`src/rtl/sprite_reader_wall.sv`:
```
// Wall_1 sprite read client: turns the VGA beam position into frame-RAM read addresses
// and re-aligns the returned palette index with a three-edge fixed pipeline.
module sprite_reader_wall #(
    parameter int         SPR_W      = 64,
    parameter int         SPR_H      = 33,
    parameter int         ADDR_W     = 19,
    parameter int         DATA_W     = 5,
    parameter logic [1:0] TRANSP_IDX = 2'd0
) (
    input  logic              Clk,
    input  logic              Reset_n,
    input  logic              frame_start,
    input  logic [9:0]        pos_x_in,
    input  logic [9:0]        pos_y_in,
    input  logic              flip_h_in,
    input  logic [9:0]        DrawX,
    input  logic [9:0]        DrawY,
    output logic [ADDR_W-1:0] read_address,
    input  logic [DATA_W-1:0] data_Out,
    output logic [1:0]        pix_idx,
    output logic              pix_valid
);
    localparam int                COL_W    = $clog2(SPR_W);
    localparam logic [10:0]       W11      = 11'(SPR_W);
    localparam logic [10:0]       H11      = 11'(SPR_H);
    localparam logic [COL_W-1:0]  COL_MAX  = COL_W'(SPR_W - 1);
    localparam logic [ADDR_W-1:0] ROW_STEP = ADDR_W'(SPR_W);

    logic [9:0]        sx_q;
    logic [9:0]        sy_q;
    logic              flip_q;
    logic [9:0]        draw_y_prev_q;
    logic [ADDR_W-1:0] row_base_q;
    logic [ADDR_W-1:0] row_base_d;
    logic [ADDR_W-1:0] read_address_q;
    logic [ADDR_W-1:0] read_address_d;
    logic              hit1_q;
    logic              hit2_q;
    logic [1:0]        pix_idx_q;
    logic              pix_valid_q;

    logic [10:0]       x11;
    logic [10:0]       y11;
    logic [10:0]       yp11;
    logic [10:0]       sx11;
    logic [10:0]       sy11;
    logic [10:0]       col_off;
    logic [COL_W-1:0]  col;
    logic              h_hit;
    logic              v_hit;
    logic              v_hit_prev;
    logic              hit;
    logic              unused_bits;

    // Widen to 11 bits so a sprite hanging past column/row 1023 clips instead of wrapping.
    assign x11  = {1'b0, DrawX};
    assign y11  = {1'b0, DrawY};
    assign yp11 = {1'b0, draw_y_prev_q};
    assign sx11 = {1'b0, sx_q};
    assign sy11 = {1'b0, sy_q};

    always_comb begin
        h_hit          = (x11 >= sx11) && (x11 < sx11 + W11);
        v_hit          = (y11 >= sy11) && (y11 < sy11 + H11);
        v_hit_prev     = (yp11 >= sy11) && (yp11 < sy11 + H11);
        hit            = h_hit && v_hit;
        col_off        = x11 - sx11;
        col            = flip_q ? (COL_MAX - col_off[COL_W-1:0]) : col_off[COL_W-1:0];
        read_address_d = hit ? (row_base_q + ADDR_W'(col)) : '0;
    end

    // Row base advances by one sprite width per completed sprite line, avoiding a multiplier.
    always_comb begin
        row_base_d = row_base_q;
        if (frame_start) begin
            row_base_d = '0;
        end else if (DrawY != draw_y_prev_q) begin
            if (DrawY == sy_q) begin
                row_base_d = '0;
            end else if (v_hit_prev) begin
                row_base_d = row_base_q + ROW_STEP;
            end
        end
    end

    assign unused_bits = ^{data_Out[DATA_W-1:2], col_off[10:COL_W]};

    always_ff @(posedge Clk or negedge Reset_n) begin
        if (!Reset_n) begin
            sx_q           <= '0;
            sy_q           <= '0;
            flip_q         <= 1'b0;
            draw_y_prev_q  <= '0;
            row_base_q     <= '0;
            read_address_q <= '0;
            hit1_q         <= 1'b0;
            hit2_q         <= 1'b0;
            pix_idx_q      <= '0;
            pix_valid_q    <= 1'b0;
        end else begin
            if (frame_start) begin
                sx_q   <= pos_x_in;
                sy_q   <= pos_y_in;
                flip_q <= flip_h_in;
            end
            draw_y_prev_q  <= DrawY;
            row_base_q     <= row_base_d;
            read_address_q <= read_address_d;
            hit1_q         <= hit;
            // The RAM registers data_Out while hit1 moves to hit2, so both arrive together.
            hit2_q         <= hit1_q;
            pix_idx_q      <= hit2_q ? data_Out[1:0] : 2'd0;
            pix_valid_q    <= hit2_q && (data_Out[1:0] != TRANSP_IDX);
        end
    end

    assign read_address = read_address_q;
    assign pix_idx      = pix_idx_q;
    assign pix_valid    = pix_valid_q;

endmodule

```
`config.mk`:
```
export PLATFORM = sky130hd
export DESIGN_NAME = sprite_reader_wall
export DESIGN_NICKNAME = d
export VERILOG_FILES = /design/src/rtl/sprite_reader_wall.sv
export SDC_FILE = /design/constraint.sdc
export NUM_CORES = 1
export LEC_CHECK = 0
export CAP_MARGIN = 25
export CORE_MARGIN = 1
export CORE_UTILIZATION = 49
export CTS_CLUSTER_DIAMETER = 60
export DETAILED_ROUTE_END_ITERATION = 7
export GPL_TIMING_DRIVEN = 1
export PLACE_DENSITY = 0.8
export REMOVE_ABC_BUFFERS = 1
export SYNTH_ARGS = -nofsm -noshare
export SYNTH_HDL_FRONTEND = slang
export SYNTH_SLANG_ARGS = --single-unit
```
`constraint.sdc`:
```
create_clock -name Clk -period 3 [get_ports Clk]
set_input_delay 0.6 -clock Clk [delete_from_list [all_inputs] [get_ports Clk]]
set_output_delay 0.6 -clock Clk [all_outputs]
set_load 0.02 [all_outputs]
```
**Yosys cells after proc, flatten, opt, wreduce, memory -nomap -nowiden**

Index checks and enable logic that the tools add are counted.

- Mux-type cells: 7
- Reductions and logical operators: 9
- Add/subtract/negate cells: 6
- Order comparisons: 6
- Eq/ne operators: 2

Operators with widths:

| operator | count |
|---|---|
| 2-to-1 mux 19 bit | 5 |
| < comparator 10 x 11 -> 1 bit | 3 |
| >= comparator 10 bit | 3 |
| adder 19 x 6 -> 19 bit | 1 |
| adder 19 x 7 -> 19 bit, second input constant | 1 |
| adder 10 x 6 -> 11 bit, second input constant | 1 |
| adder 10 x 7 -> 11 bit, second input constant | 1 |
| equality test 10 bit | 1 |
| != test 10 bit | 1 |
| 2-to-1 mux 6 bit | 1 |
| subtractor 6 bit | 1 |
| subtractor 6 bit, first input constant | 1 |
| logical AND 1 bit | 5 |
| nonzero test 2 bit | 2 |
| nonzero test 3 bit | 1 |
| 2-to-1 mux 2 bit | 1 |
| AND reduction 2 bit | 1 |

- Logic and storage cells: 40
- Flip-flop bits (word level): 74
- Output and inout port bits: 22
- Bits of input ports: 49

**Depth between registers and ports, before layout**

- Depth after elaboration: 7
- Depth in mapped cells: 14
- Mapped depth without buffers: 12

**Least setup slack after synthesis**

No wires, ideal clock.

- Path type: register to register
- Start: register sy_q[0]
- End: register row_base_q[18]
- Setup slack: 0.037 ns
- Stages on the path, launching flop included: 14
- Data arrival time: 2.894 ns
- Path buffers: 1
- Data required time: 2.931 ns
- Clock period less this slack: 2.963 ns
- Library setup time: 0.069 ns
- Path through: dfrtp_1 > ha_1 > a41oi_1 > nor2_1 > xnor2_1 > ha_1 > a22o_1 > nor4_1 > o21ai_0 > o21ai_2 > nand2_1 > buf_2 > or4_1 > nand3_1

- Longest elaborated chain between the ends: 5
- Elaborated cells on any way between the ends: 10
- Classes of those cells: add/sub: 1; order compare: 2; eq/ne: 1; mux: 3; reduce/logical: 3

RTL lines:

| item | RTL line | source |
|---|---|---|
| start: declaration | 30 | `logic [9:0] sy_q;` |
| start signal: assignment | 103 | `sy_q <= pos_y_in;` |
| adder 10 x 6 -> 11 bit | 65 | `v_hit_prev = (yp11 >= sy11) && (yp11 < sy11 + H11);` |
| < comparator 10 x 11 -> 1 bit | 65 |  |
| logical AND 1 bit | 65 |  |
| nonzero test 3 bit (no source line) | - |  |
| AND reduction 2 bit (no source line) | - |  |
| end signal: assignment | 107 | `row_base_q <= row_base_d;` |
| end: declaration | 33 | `logic [ADDR_W-1:0] row_base_q;` |

Several ways; a longest one is shown, not always the timed one. The select of a mux whose other input is x is not followed.
A chain may end at the register's enable or synchronous reset.

**Final worst setup path**

- Start: register sy_q[0]
- End: register row_base_q[14]

Same word-level chain as after synthesis.

==> out/results.ini <==
[run_status]
outcome=finished, final reports clean

[placement]
gp_congestion=0.844
portBuffers=67
hpwl_um=7480
post-place-cells=650

[global_route]
grt.busiest_layer=met2
first_global_vias=3719
grt_max_degree=41
grt_overflow_total=0
met1_usage=0.271
grt_pass1_wl_um=16800
grt_use_total=0.218
antenna_found_initial=0
met3_usage=0.0295
grtUsageMet2=0.369

[drt]
ant_nets=0
first_pass_iters=4
drt_first_iter_violations=128
drc=0
routed_wl_um=10400
routedWlPerCell_um=15.3
drt-vias-per-instance=5.51
vias=3771

[floorplan]
initial_core_util=0.509
die_width_um=97.4
die_y_um=97.4
die_area_um2=9490
row_count=34
io_pins=71
core_um2=8760

[timing]
hold_viol=0
fin_skew_ns=0.0114
rsz0062_at_grt=true
maxSlewViolCount=0
finalCritPeriodShare=0.989
setup_violations=0
relSlewSlack=0.471
worstMarginPinSlew_ns=0.793
fmax_mhz=337
min_period_ns=2.97

[clock_tree]
clk_latency_ns=0.36
htree_levels=3
clk_pin_slew_worst_paths_ns=0.08
clock_sinks=68
clock_path_buffers=2
hold_buffers=0
cts_tree=yes
root_buffer=clkbuf_8
cts_made_buffers=9

[synth]
yosysSeqAreaShare=0.381
yosysWarnings=0
synth-seq-cells=68
synth_area_um2=4460
synth-async-reset-ratio=1.00
netlist_instances=458
synth_cell_types=65
synth_top_flop_cell=dfrtp_1
synth_area_per_cell_um2=9.74
synth-edff-count=0

[critical_path]
crit_required_ns=3.29
cp.arrival_ns=3.26
end_kind=flip-flop
critical_path_class=reg2reg
worst_setup_path_start_kind=flip-flop
cp_max_fo=6

[final_layout]
diodes=0
seq_area_um2=1700
multi_input_area_um2=2710
final_cell_count_no_fill=684
layout-drive-gt1-share=0.196
final_common_cell=dfrtp_1
nNetsFinal=679
final_util=0.674
syn_to_final_growth_pct=32.4
layout_common_cells=67 x dfrtp_1, 66 x clkdlybuf4s50_1, 57 x ha_1
nFillCells=682

[power]
p_per_area_nw_per_um2=435
peakVddDrop_v=0.000228
p_total_mw=2.57
p_leak_nw=2.65

[flow_run]
max_cap_viol_count=0

[min_path]
hp-class=in2async

## worst max-delay path, cell delays in order (launching register included)
cell	delay (ns)
dfrtp_1	0.40
ha_2	0.21
a41oi_4	0.23
nor2_2	0.08
xnor2_2	0.15
ha_1	0.31
a22o_1	0.24
nor4_2	0.16
o21ai_1	0.11
o21ai_2	0.25
nand2_4	0.12
buf_6	0.14
or3_1	0.36
a21oi_2	0.14
## state kept, by name (all words and copies together), names as in the netlist
signal,count
sy_q,10
flip_q,1
pix_valid,1
pix_idx,2
sx_q,10
hit2_q,1
hit1_q,1
row_base_q,13
read_address,19
draw_y_prev_q,10
## metal layers
| layer | vias up | part of all wire |
|---|---|---|
| met2 | 98 | 0.51 |
| met3 | 19 | 0.034 |
| met4 | 0 | 0.020 |
| met5 | - | 0 |
| met1 | 1800 | 0.44 |
| li1 | 1854 | - |
## logic make-up after synthesis
group	count (synthesis)	synth area share
buffers and inverters	50	0.0463
AO/OA/AOI/OAI	103	0.148
multiplexers	5	0.0129
flip-flops	68	0.381
adder cells (fa/ha/maj)	59	0.167
XOR/XNOR	37	0.0727
other	1	0.000841
AND/OR/NAND/NOR	135	0.170
## power breakdown
group	leakage, nW	switching, mW	internal, mW	total (mW)
Clock	0.0920	0.375	0.320	0.695
Sequential	0.883	0.0412	0.969	1.01
Combinational	1.67	0.443	0.418	0.861
Total	2.65	0.859	1.71	2.57
## Yosys cell counts (5+ instances only)
cell	count	area (µm²)
dfrtp_1	68	1700
ha_1	58	726
nor2_1	31	116
o21ai_0	38	190
xnor2_1	21	184
inv_1	38	143
xor2_1	16	140
nand3_1	11	55.1
a21o_1	5	37.5
nand2_1	33	124
nand2b_1	5	31.3
a21oi_1	21	105
o2111ai_1	5	43.8
clkbuf_1	7	26.3
and3_1	5	31.3
or4_1	5	37.5
## worst paths after layout
kind,startpoint,to,slack [ns],cells past startpoint
setup / recovery,sy_q[0],row_base_q[14],0.03,13
hold / removal,Reset_n,hit2_q,0.32,1
setup reg to reg,sy_q[0],row_base_q[14],0.03,13
hold reg to reg,hit1_q,hit2_q,0.36,0
max in group asynchronous,Reset_n,sx_q[0],2.02,2
min in group Clk,hit1_q,hit2_q,0.36,0
## cell type report
type / instances / area share
Timing Repair Buffer: 113 / 0.176
Tap cell: 108 / 0.0229
Clock inverter: 6 / 0.00678
Multi-Input combinational cell: 341 / 0.458
Sequential cell: 68 / 0.288
Clock buffer: 10 / 0.0233
Inverter: 38 / 0.0241
## per-stage QoR
stage / hold slack [ns] / setup WS [ns] / setup TNS, ns / area (µm²)
5_1_grt: 0.371 / -0.131 / -0.751 / 5910
6_report: 0.318 / 0.0316 / 0 / 5910
3_3_place_gp: 0.334 / -0.247 / -1.77 / 5430
2_1_floorplan: 0.304 / -0.118 / -0.377 / 4400
4_1_cts: 0.331 / 0.00371 / 0 / 5650
3_5_place_dp: 0.343 / -0.393 / -3.81 / 5430
## timing repair
action / in CTS / in global routing
setup buffers: 3 / 12
endpoints found under the setup margin: 31 / 33
pin swaps: 4 / 13
resized for setup: 6 / 34
cloned: 0 / 3
No activity file was read; power rests on OpenSTA's default activity.
